==> src/rtl/uart_rx_pkg.sv <==
// uart_rx_pkg
// Shared definitions for the UART receive controller:
//   - rx_state_e : receive FSM state encoding
//   - PRESCALE_* : legal oversampling ratios; anything else is treated as 8
//   - PAR_EVEN / PAR_ODD : values of the PAR_TYP configuration input
//   - parity_bit() : parity bit a transmitter would send for a given data word
package uart_rx_pkg;

    typedef enum logic [2:0] {
        IDLE   = 3'b000,
        START  = 3'b001,
        DATA   = 3'b010,
        PARITY = 3'b011,
        STOP   = 3'b100
    } rx_state_e;

    localparam int PRESCALE_8  = 8;
    localparam int PRESCALE_16 = 16;
    localparam int PRESCALE_32 = 32;

    localparam logic PAR_EVEN = 1'b0;
    localparam logic PAR_ODD  = 1'b1;

    // data_xor is the XOR reduction of the data word; odd parity inverts it
    function automatic logic parity_bit(input logic par_typ, input logic data_xor);
        return (par_typ == PAR_ODD) ? ~data_xor : data_xor;
    endfunction

endpackage

==> src/rtl/uart_rx_if.sv <==
// uart_rx_if
// Bundles the serial line, frame configuration and received-data outputs.
//   RX_IN      : serial line, idle high, already synchronous to CLK
//   Prescale   : oversampling ratio (8, 16 or 32)
//   PAR_EN     : parity bit present after the data bits
//   PAR_TYP    : 0 = even parity, 1 = odd parity
//   P_DATA     : last good received byte
//   data_valid : one-cycle pulse, good frame
//   par_err    : one-cycle pulse, parity mismatch
//   stp_err    : one-cycle pulse, stop bit sampled low
//   busy       : a frame is in progress
// master = line/configuration side, slave = the receiver.
interface uart_rx_if #(
    parameter int DATA_LENGTH = 8,
    parameter int PRESCALE_W  = 6
);
    logic                   RX_IN;
    logic [PRESCALE_W-1:0]  Prescale;
    logic                   PAR_EN;
    logic                   PAR_TYP;
    logic [DATA_LENGTH-1:0] P_DATA;
    logic                   data_valid;
    logic                   par_err;
    logic                   stp_err;
    logic                   busy;

    modport master (
        output RX_IN, Prescale, PAR_EN, PAR_TYP,
        input  P_DATA, data_valid, par_err, stp_err, busy
    );

    modport slave (
        input  RX_IN, Prescale, PAR_EN, PAR_TYP,
        output P_DATA, data_valid, par_err, stp_err, busy
    );
endinterface

==> src/rtl/uart_rx_sampler.sv <==
// uart_rx_sampler
// Oversampling counter and 3-point majority voter for one bit period.
//   CLK, RST   : clock and synchronous active-high reset
//   clear      : start edge seen this cycle; next cycle is edge index 1
//   enable     : a frame is in progress
//   rx_in      : serial line
//   prescale   : latched oversampling ratio for this frame
//   bit_value  : majority of the samples taken at H-1, H, H+1
//   bit_done   : current cycle is edge index prescale-1
//   stop_done  : current cycle is edge index H+2 (early stop decision)
module uart_rx_sampler #(
    parameter int PRESCALE_W = 6
) (
    input  logic                  CLK,
    input  logic                  RST,
    input  logic                  clear,
    input  logic                  enable,
    input  logic                  rx_in,
    input  logic [PRESCALE_W-1:0] prescale,
    output logic                  bit_value,
    output logic                  bit_done,
    output logic                  stop_done
);
    logic [PRESCALE_W-1:0] edge_cnt;
    logic [PRESCALE_W-1:0] half;
    logic [PRESCALE_W-1:0] last_edge;
    logic [2:0]            samples;

    assign half      = prescale >> 1;
    assign last_edge = prescale - PRESCALE_W'(1);

    // The detection cycle itself is edge index 0, so clear loads 1.
    always_ff @(posedge CLK) begin
        if (RST) begin
            edge_cnt <= '0;
            samples  <= '0;
        end else if (clear) begin
            edge_cnt <= PRESCALE_W'(1);
            samples  <= '0;
        end else if (enable) begin
            edge_cnt <= (edge_cnt == last_edge) ? '0 : edge_cnt + PRESCALE_W'(1);
            if (edge_cnt == half - PRESCALE_W'(1)) samples[0] <= rx_in;
            if (edge_cnt == half)                  samples[1] <= rx_in;
            if (edge_cnt == half + PRESCALE_W'(1)) samples[2] <= rx_in;
        end else begin
            edge_cnt <= '0;
        end
    end

    assign bit_value = (samples[0] & samples[1]) | (samples[0] & samples[2]) |
                       (samples[1] & samples[2]);
    assign bit_done  = enable && (edge_cnt == last_edge);
    assign stop_done = enable && (edge_cnt == half + PRESCALE_W'(2));

endmodule

==> src/rtl/uart_rx_fsm.sv <==
// uart_rx_fsm
// UART receive controller: start detection, data shift-in (LSB first),
// optional parity check, stop check, and registered result pulses.
//   CLK    : system clock, rising edge
//   RST    : synchronous active-high reset; a partial frame is discarded
//   rx_bus : uart_rx_if slave (line, configuration, results)
// DATA_LENGTH must be at least 2.
module uart_rx_fsm
    import uart_rx_pkg::*;
#(
    parameter int DATA_LENGTH = 8,
    parameter int PRESCALE_W  = 6
) (
    input  logic     CLK,
    input  logic     RST,
    uart_rx_if.slave rx_bus
);
    localparam int CNT_W = (DATA_LENGTH > 1) ? $clog2(DATA_LENGTH) : 1;

    rx_state_e              state;
    rx_state_e              state_next;
    logic                   start_det;
    logic [PRESCALE_W-1:0]  prescale_norm;
    logic [PRESCALE_W-1:0]  prescale_q;
    logic                   par_en_q;
    logic                   par_typ_q;
    logic                   par_bad;
    logic [CNT_W-1:0]       bit_cnt;
    logic                   last_bit;
    logic [DATA_LENGTH-1:0] shift_reg;
    logic [DATA_LENGTH-1:0] p_data_q;
    logic                   data_valid_q;
    logic                   par_err_q;
    logic                   stp_err_q;
    logic                   bit_value;
    logic                   bit_done;
    logic                   stop_done;

    uart_rx_sampler #(.PRESCALE_W(PRESCALE_W)) u_sampler (
        .CLK       (CLK),
        .RST       (RST),
        .clear     (start_det),
        .enable    (state != IDLE),
        .rx_in     (rx_bus.RX_IN),
        .prescale  (prescale_q),
        .bit_value (bit_value),
        .bit_done  (bit_done),
        .stop_done (stop_done)
    );

    // Unsupported ratios fall back to 8
    always_comb begin
        prescale_norm = PRESCALE_W'(PRESCALE_8);
        if (rx_bus.Prescale == PRESCALE_W'(PRESCALE_16) ||
            rx_bus.Prescale == PRESCALE_W'(PRESCALE_32)) begin
            prescale_norm = rx_bus.Prescale;
        end
    end

    assign last_bit = (bit_cnt == CNT_W'(DATA_LENGTH - 1));

    always_ff @(posedge CLK) begin
        if (RST) state <= IDLE;
        else     state <= state_next;
    end

    // The stop decision is taken mid-bit so the receiver is back in IDLE
    // early enough to catch a start edge that follows without idle time.
    always_comb begin
        state_next = state;
        start_det  = 1'b0;
        case (state)
            IDLE: begin
                if (!rx_bus.RX_IN) begin
                    start_det  = 1'b1;
                    state_next = START;
                end
            end
            START: begin
                if (bit_done) state_next = bit_value ? IDLE : DATA;
            end
            DATA: begin
                if (bit_done && last_bit) state_next = par_en_q ? PARITY : STOP;
            end
            PARITY: begin
                if (bit_done) state_next = STOP;
            end
            STOP: begin
                if (stop_done) state_next = IDLE;
            end
            default: state_next = IDLE;
        endcase
    end

    // Configuration latch, data shifting, parity check and result pulses.
    // The pulses land in the cycle after the stop decision, i.e. the first
    // IDLE cycle.
    always_ff @(posedge CLK) begin
        if (RST) begin
            prescale_q   <= PRESCALE_W'(PRESCALE_8);
            par_en_q     <= 1'b0;
            par_typ_q    <= PAR_EVEN;
            par_bad      <= 1'b0;
            bit_cnt      <= '0;
            shift_reg    <= '0;
            p_data_q     <= '0;
            data_valid_q <= 1'b0;
            par_err_q    <= 1'b0;
            stp_err_q    <= 1'b0;
        end else begin
            data_valid_q <= 1'b0;
            par_err_q    <= 1'b0;
            stp_err_q    <= 1'b0;
            if (start_det) begin
                prescale_q <= prescale_norm;
                par_en_q   <= rx_bus.PAR_EN;
                par_typ_q  <= rx_bus.PAR_TYP;
                par_bad    <= 1'b0;
                bit_cnt    <= '0;
            end
            case (state)
                DATA: begin
                    if (bit_done) begin
                        shift_reg <= {bit_value, shift_reg[DATA_LENGTH-1:1]};
                        bit_cnt   <= bit_cnt + CNT_W'(1);
                    end
                end
                PARITY: begin
                    if (bit_done) par_bad <= (bit_value != parity_bit(par_typ_q, ^shift_reg));
                end
                STOP: begin
                    if (stop_done) begin
                        par_err_q <= par_bad;
                        stp_err_q <= ~bit_value;
                        if (!par_bad && bit_value) begin
                            data_valid_q <= 1'b1;
                            p_data_q     <= shift_reg;
                        end
                    end
                end
                default: ;
            endcase
        end
    end

    assign rx_bus.P_DATA     = p_data_q;
    assign rx_bus.data_valid = data_valid_q;
    assign rx_bus.par_err    = par_err_q;
    assign rx_bus.stp_err    = stp_err_q;
    assign rx_bus.busy       = (state != IDLE);

endmodule

==> src/flat_wrapper.sv <==
// flat-port wrapper written by rule: the top's interface ports become plain ports
module uart_rx_fsm_flat import uart_rx_pkg::*;
#(
    parameter int DATA_LENGTH = 8,
    parameter int PRESCALE_W  = 6
)
  (CLK, RST, rx_bus_RX_IN, rx_bus_Prescale, rx_bus_PAR_EN, rx_bus_PAR_TYP, rx_bus_P_DATA, rx_bus_data_valid, rx_bus_par_err, rx_bus_stp_err, rx_bus_busy);
  uart_rx_if #(.DATA_LENGTH(DATA_LENGTH), .PRESCALE_W(PRESCALE_W)) rx_bus_i ();
  input  logic CLK;
  input  logic RST;
  input wire logic [$bits(rx_bus_i.RX_IN)-1:0] rx_bus_RX_IN;
  input wire logic [$bits(rx_bus_i.Prescale)-1:0] rx_bus_Prescale;
  input wire logic [$bits(rx_bus_i.PAR_EN)-1:0] rx_bus_PAR_EN;
  input wire logic [$bits(rx_bus_i.PAR_TYP)-1:0] rx_bus_PAR_TYP;
  output wire logic [$bits(rx_bus_i.P_DATA)-1:0] rx_bus_P_DATA;
  output wire logic [$bits(rx_bus_i.data_valid)-1:0] rx_bus_data_valid;
  output wire logic [$bits(rx_bus_i.par_err)-1:0] rx_bus_par_err;
  output wire logic [$bits(rx_bus_i.stp_err)-1:0] rx_bus_stp_err;
  output wire logic [$bits(rx_bus_i.busy)-1:0] rx_bus_busy;
  assign rx_bus_i.RX_IN = rx_bus_RX_IN;
  assign rx_bus_i.Prescale = rx_bus_Prescale;
  assign rx_bus_i.PAR_EN = rx_bus_PAR_EN;
  assign rx_bus_i.PAR_TYP = rx_bus_PAR_TYP;
  assign rx_bus_P_DATA = rx_bus_i.P_DATA;
  assign rx_bus_data_valid = rx_bus_i.data_valid;
  assign rx_bus_par_err = rx_bus_i.par_err;
  assign rx_bus_stp_err = rx_bus_i.stp_err;
  assign rx_bus_busy = rx_bus_i.busy;
  uart_rx_fsm #(.DATA_LENGTH(DATA_LENGTH), .PRESCALE_W(PRESCALE_W)) u_core (.CLK(CLK), .RST(RST), .rx_bus(rx_bus_i));
endmodule
==> config.mk <==
export PLATFORM = sky130hd
export DESIGN_NAME = uart_rx_fsm_flat
export DESIGN_NICKNAME = d
export VERILOG_FILES = /design/src/rtl/uart_rx_pkg.sv /design/src/rtl/uart_rx_if.sv /design/src/rtl/uart_rx_sampler.sv /design/src/rtl/uart_rx_fsm.sv /design/src/flat_wrapper.sv
export SDC_FILE = /design/constraint.sdc
export NUM_CORES = 1
export LEC_CHECK = 0
export CAP_MARGIN = 10
export CORE_UTILIZATION = 55
export DETAILED_ROUTE_END_ITERATION = 7
export DONT_BUFFER_PORTS = 1
export PLACE_DENSITY = 0.7
export SYNTH_ARGS = -nofsm -noshare
export SYNTH_HDL_FRONTEND = slang
export SYNTH_SLANG_ARGS = --single-unit
==> constraint.sdc <==
create_clock -name CLK -period 3.13 [get_ports CLK]
set_input_delay 0.626 -clock CLK [delete_from_list [all_inputs] [get_ports CLK]]
set_output_delay 0.626 -clock CLK [all_outputs]
set_load 0.01 [all_outputs]
==> results.py <==
metrics = {
    "yosys": {
        "yosys.cell_types.count": 53,
        "syn_inst": 270,
        "ys.flop_type": "dfxtp_1",
        "synth_seq_area_share": 0.350,
        "ys_ff_latch": 43,
        "yosysWarnings": 0,
        "synthesis.nets": 291,
        "synth.avg_cell_area_sq_um": 9.12,
        "synth_area_sq_um": 2460,
        "synth_edf_count": 0,
        "synthArstFlopShare": 0,
    },
    "setup_path": {
        "reg2reg_from": "u_core.prescale_q[1]$_SDFFE_PP0P_",
        "crit_arrival_ns": 2.93,
        "reg2reg_depth": 8,
        "cp-start-kind": "flip-flop",
        "end_kind": "flip-flop",
        "worstSetupPathType": "reg -> reg",
        "reg2reg_slack_ns": 0.43,
        "critPathLaunch": "u_core.prescale_q[1]$_SDFFE_PP0P_",
        "crit_required_ns": 3.36,
        "r2r-end": "u_core.bit_cnt[0]$_SDFF_PP0_",
        "cp_max_fo": 12,
        "crit_end": "u_core.bit_cnt[0]$_SDFF_PP0_",
    },
    "detailed_routing": {
        "ant_nets": 0,
        "drt_iter0_drc": 149,
        "viasPerCell": 5.64,
        "first_pass_iters": 4,
        "num_vias": 1788,
        "drc_errors": 0,
        "wl_per_cell_um": 14.8,
        "drt-total-wl_um": 4700,
    },
    "pwr": {
        "p_switching_mw": 0.372,
        "swShare": 0.312,
        "power_frac_comb": 0.195,
        "seqPwrFrac": 0.514,
        "power.total_mw": 1.19,
        "pwr_density_cell_nw_per_um2": 471,
        "ir_drop_uv": 264,
        "internal_power_mw": 0.819,
        "p_clk_frac": 0.291,
        "p_leak_nw": 1.12,
    },
    "clock_tree": {
        "hold_buffers": 0,
        "cts-resized-gates": 0,
        "postCtsSetupBuffers": 0,
        "h-tree-depth": 2,
        "cts_root_buf": "clkbuf_8",
        "tritoncts": "built",
        "clk_latency_ns": 0.30,
        "cts_buffers": 5,
        "clkTransAtPathRegs_ns": 0.09,
        "clock-sinks": 43,
        "clk_path_buf_depth": 2,
    },
    "place": {
        "port_buffers": 0,
        "place.gp.congestion": 0.905,
        "dp_hpwl_um": 3440,
        "placed_area_sq_um": 2440,
        "dp.cells": 309,
    },
    "sta": {
        "fin_crit_sh": 0.863,
        "rsz0062_at_grt": "false",
        "hold_violations": 0,
        "hold-worst-slack_ns": 0.391,
        "relSlewSlack": 0.631,
        "layout_min_cycle_time_ns": 2.70,
        "finalSetupViolCount": 0,
        "worstMarginPinSlew_ns": 0.552,
        "slew_violations": 0,
        "clock_skew_ns": 0.00877,
        "clock.fmax_mhz": 370,
        "tns_ns": 0,
    },
    "run_status": {
        "outcome": "finished clean",
    },
    "grt": {
        "antenna_found_initial": 0,
        "grt_pass1_wl_um": 7460,
        "grt_pass1_vias": 1610,
        "grt_max_degree": 35,
        "grt_util_all_layers": 0.219,
        "grt.overflow.total": 0,
    },
    "floorplanning": {
        "coreArea_sq_um": 4140,
        "initial_utilization": 0.594,
        "ios": 23,
        "std_cell_rows": 23,
        "dieArea_sq_um": 4750,
        "fp.dieH_um": 68.9,
        "die_width_um": 68.9,
    },
    "worst_hold_path": {
        "hold_class": "in -> reg",
    },
    "final_layout": {
        "fin_cells": 317,
        "syn_to_final_growth_pct": 2.74,
        "nets": 287,
        "antennaDiodeCount": 0,
        "drive_above_1_share": 0.0787,
        "final_area_sq_um": 2530,
    },
    "job": {
        "cap_violations": 0,
    },
}
metal layers:
layer  track usage  part of all wire
met1         0.307              0.50
met2         0.314              0.44
met3        0.0592             0.040
met4        0.0893             0.020
met5             0                 0
per-stage QoR:
step | utilization | setup WS, ns
after detailed placement | 0.590 | 0.472
after CTS | 0.611 | 0.434
after global placement | 0.590 | 0.517
after floorplan | - | 0.621
after global routing | 0.611 | 0.300
final | 0.611 | 0.430
power groups by stage:
stage | sequential, mW | combinational, mW | clock [mW]
2_1_floorplan | 0.605 | 0.200 | 0
3_3_place_gp | 0.624 | 0.227 | 0
3_5_place_dp | 0.625 | 0.228 | 0
4_1_cts | 0.612 | 0.229 | 0.358
5_1_grt | 0.618 | 0.260 | 0.377
6_report | 0.613 | 0.232 | 0.346
area by class of cell:
type                    count  area (sq um)
repair buffers              3          22.5
flip-flops and latches     43           861
clock buffers               6          72.6
inverters                  12          45.0
clock inverters             2          12.5
multi-input cells         201          1450
well taps                  50          62.6
fillers                   389          1610
worst min-delay path by stage:
| stage | slack [ns] | from | endpoint | cells past startpoint |
|---|---|---|---|---|
| floorplan | 0.45 | u_core.par_typ_q$_SDFFE_PP0P_ | u_core.par_typ_q$_SDFFE_PP0P_ | 2 |
| global placement | 0.45 | u_core.par_typ_q$_SDFFE_PP0P_ | u_core.par_typ_q$_SDFFE_PP0P_ | 2 |
| detailed placement | 0.46 | u_core.par_typ_q$_SDFFE_PP0P_ | u_core.par_typ_q$_SDFFE_PP0P_ | 2 |
| CTS | 0.38 | RST | u_core.bit_cnt[2]$_SDFF_PP0_ | 1 |
| global route | 0.38 | RST | u_core.u_sampler.edge_cnt[0]$_SDFF_PP0_ | 1 |
| finish | 0.39 | RST | u_core.par_typ_q$_SDFFE_PP0P_ | 1 |
synthesized netlist by cell type (all sizes together) (2+ instances only):
cell type  count  share of area
dfxtp         43           0.35
or3            2         0.0051
nand4          2         0.0051
and2           2         0.0051
and3           3         0.0081
o211ai         2         0.0061
or4            3          0.011
a32o           2         0.0081
xnor2         20          0.074
nor2b          5          0.013
xor2          15          0.061
nand2b         5          0.013
inv           12          0.018
nand3          8          0.018
nor2          40          0.061
nand2         12          0.018
nor3           9          0.018
a21oi          8          0.018
clkbuf         8          0.012
a211oi         3         0.0091
nor3b          4          0.017
o21ai          3         0.0061
buf            6          0.029
nand4b         2         0.0071
ha            10          0.051
or2            2         0.0051
mux2i         23          0.093
worst max-delay path: stages, from the launching register on:
cell      delay, ns
dfxtp_1        0.47
inv_1          0.14
ha_1           0.28
nor3b_4        0.17
a21o_1         0.19
a2111o_1       0.37
or4_4          0.62
or2_1          0.27
a21oi_2        0.12
layout by cell type, fill, tap and decap left out, drive strengths merged, types with 3 or more instances in the layout:
master,n
clkbuf,6
xor2,15
nor3b,4
dfxtp,43
ha,10
or4,3
nor2b,5
nand3,8
nand2b,5
buf,3
nand2,12
inv,12
and3,3
nor3,9
nor2,40
xnor2,20
a211oi,3
mux2i,23
a21oi,8
o21ai,3
kinds of logic (layout without fill, tap and decap cells):
logic type | count (synthesis) | in the layout | share of synthesized area
fa+ha+maj | 11 | 11 | 0.0549
simple gates | 101 | 101 | 0.211
xor+xnor | 35 | 35 | 0.135
buf+inv | 26 | 23 | 0.0600
flops | 43 | 43 | 0.350
compound gates | 30 | 30 | 0.0915
mux | 24 | 24 | 0.0981
Note: power is estimated with default switching activity, not from simulation.
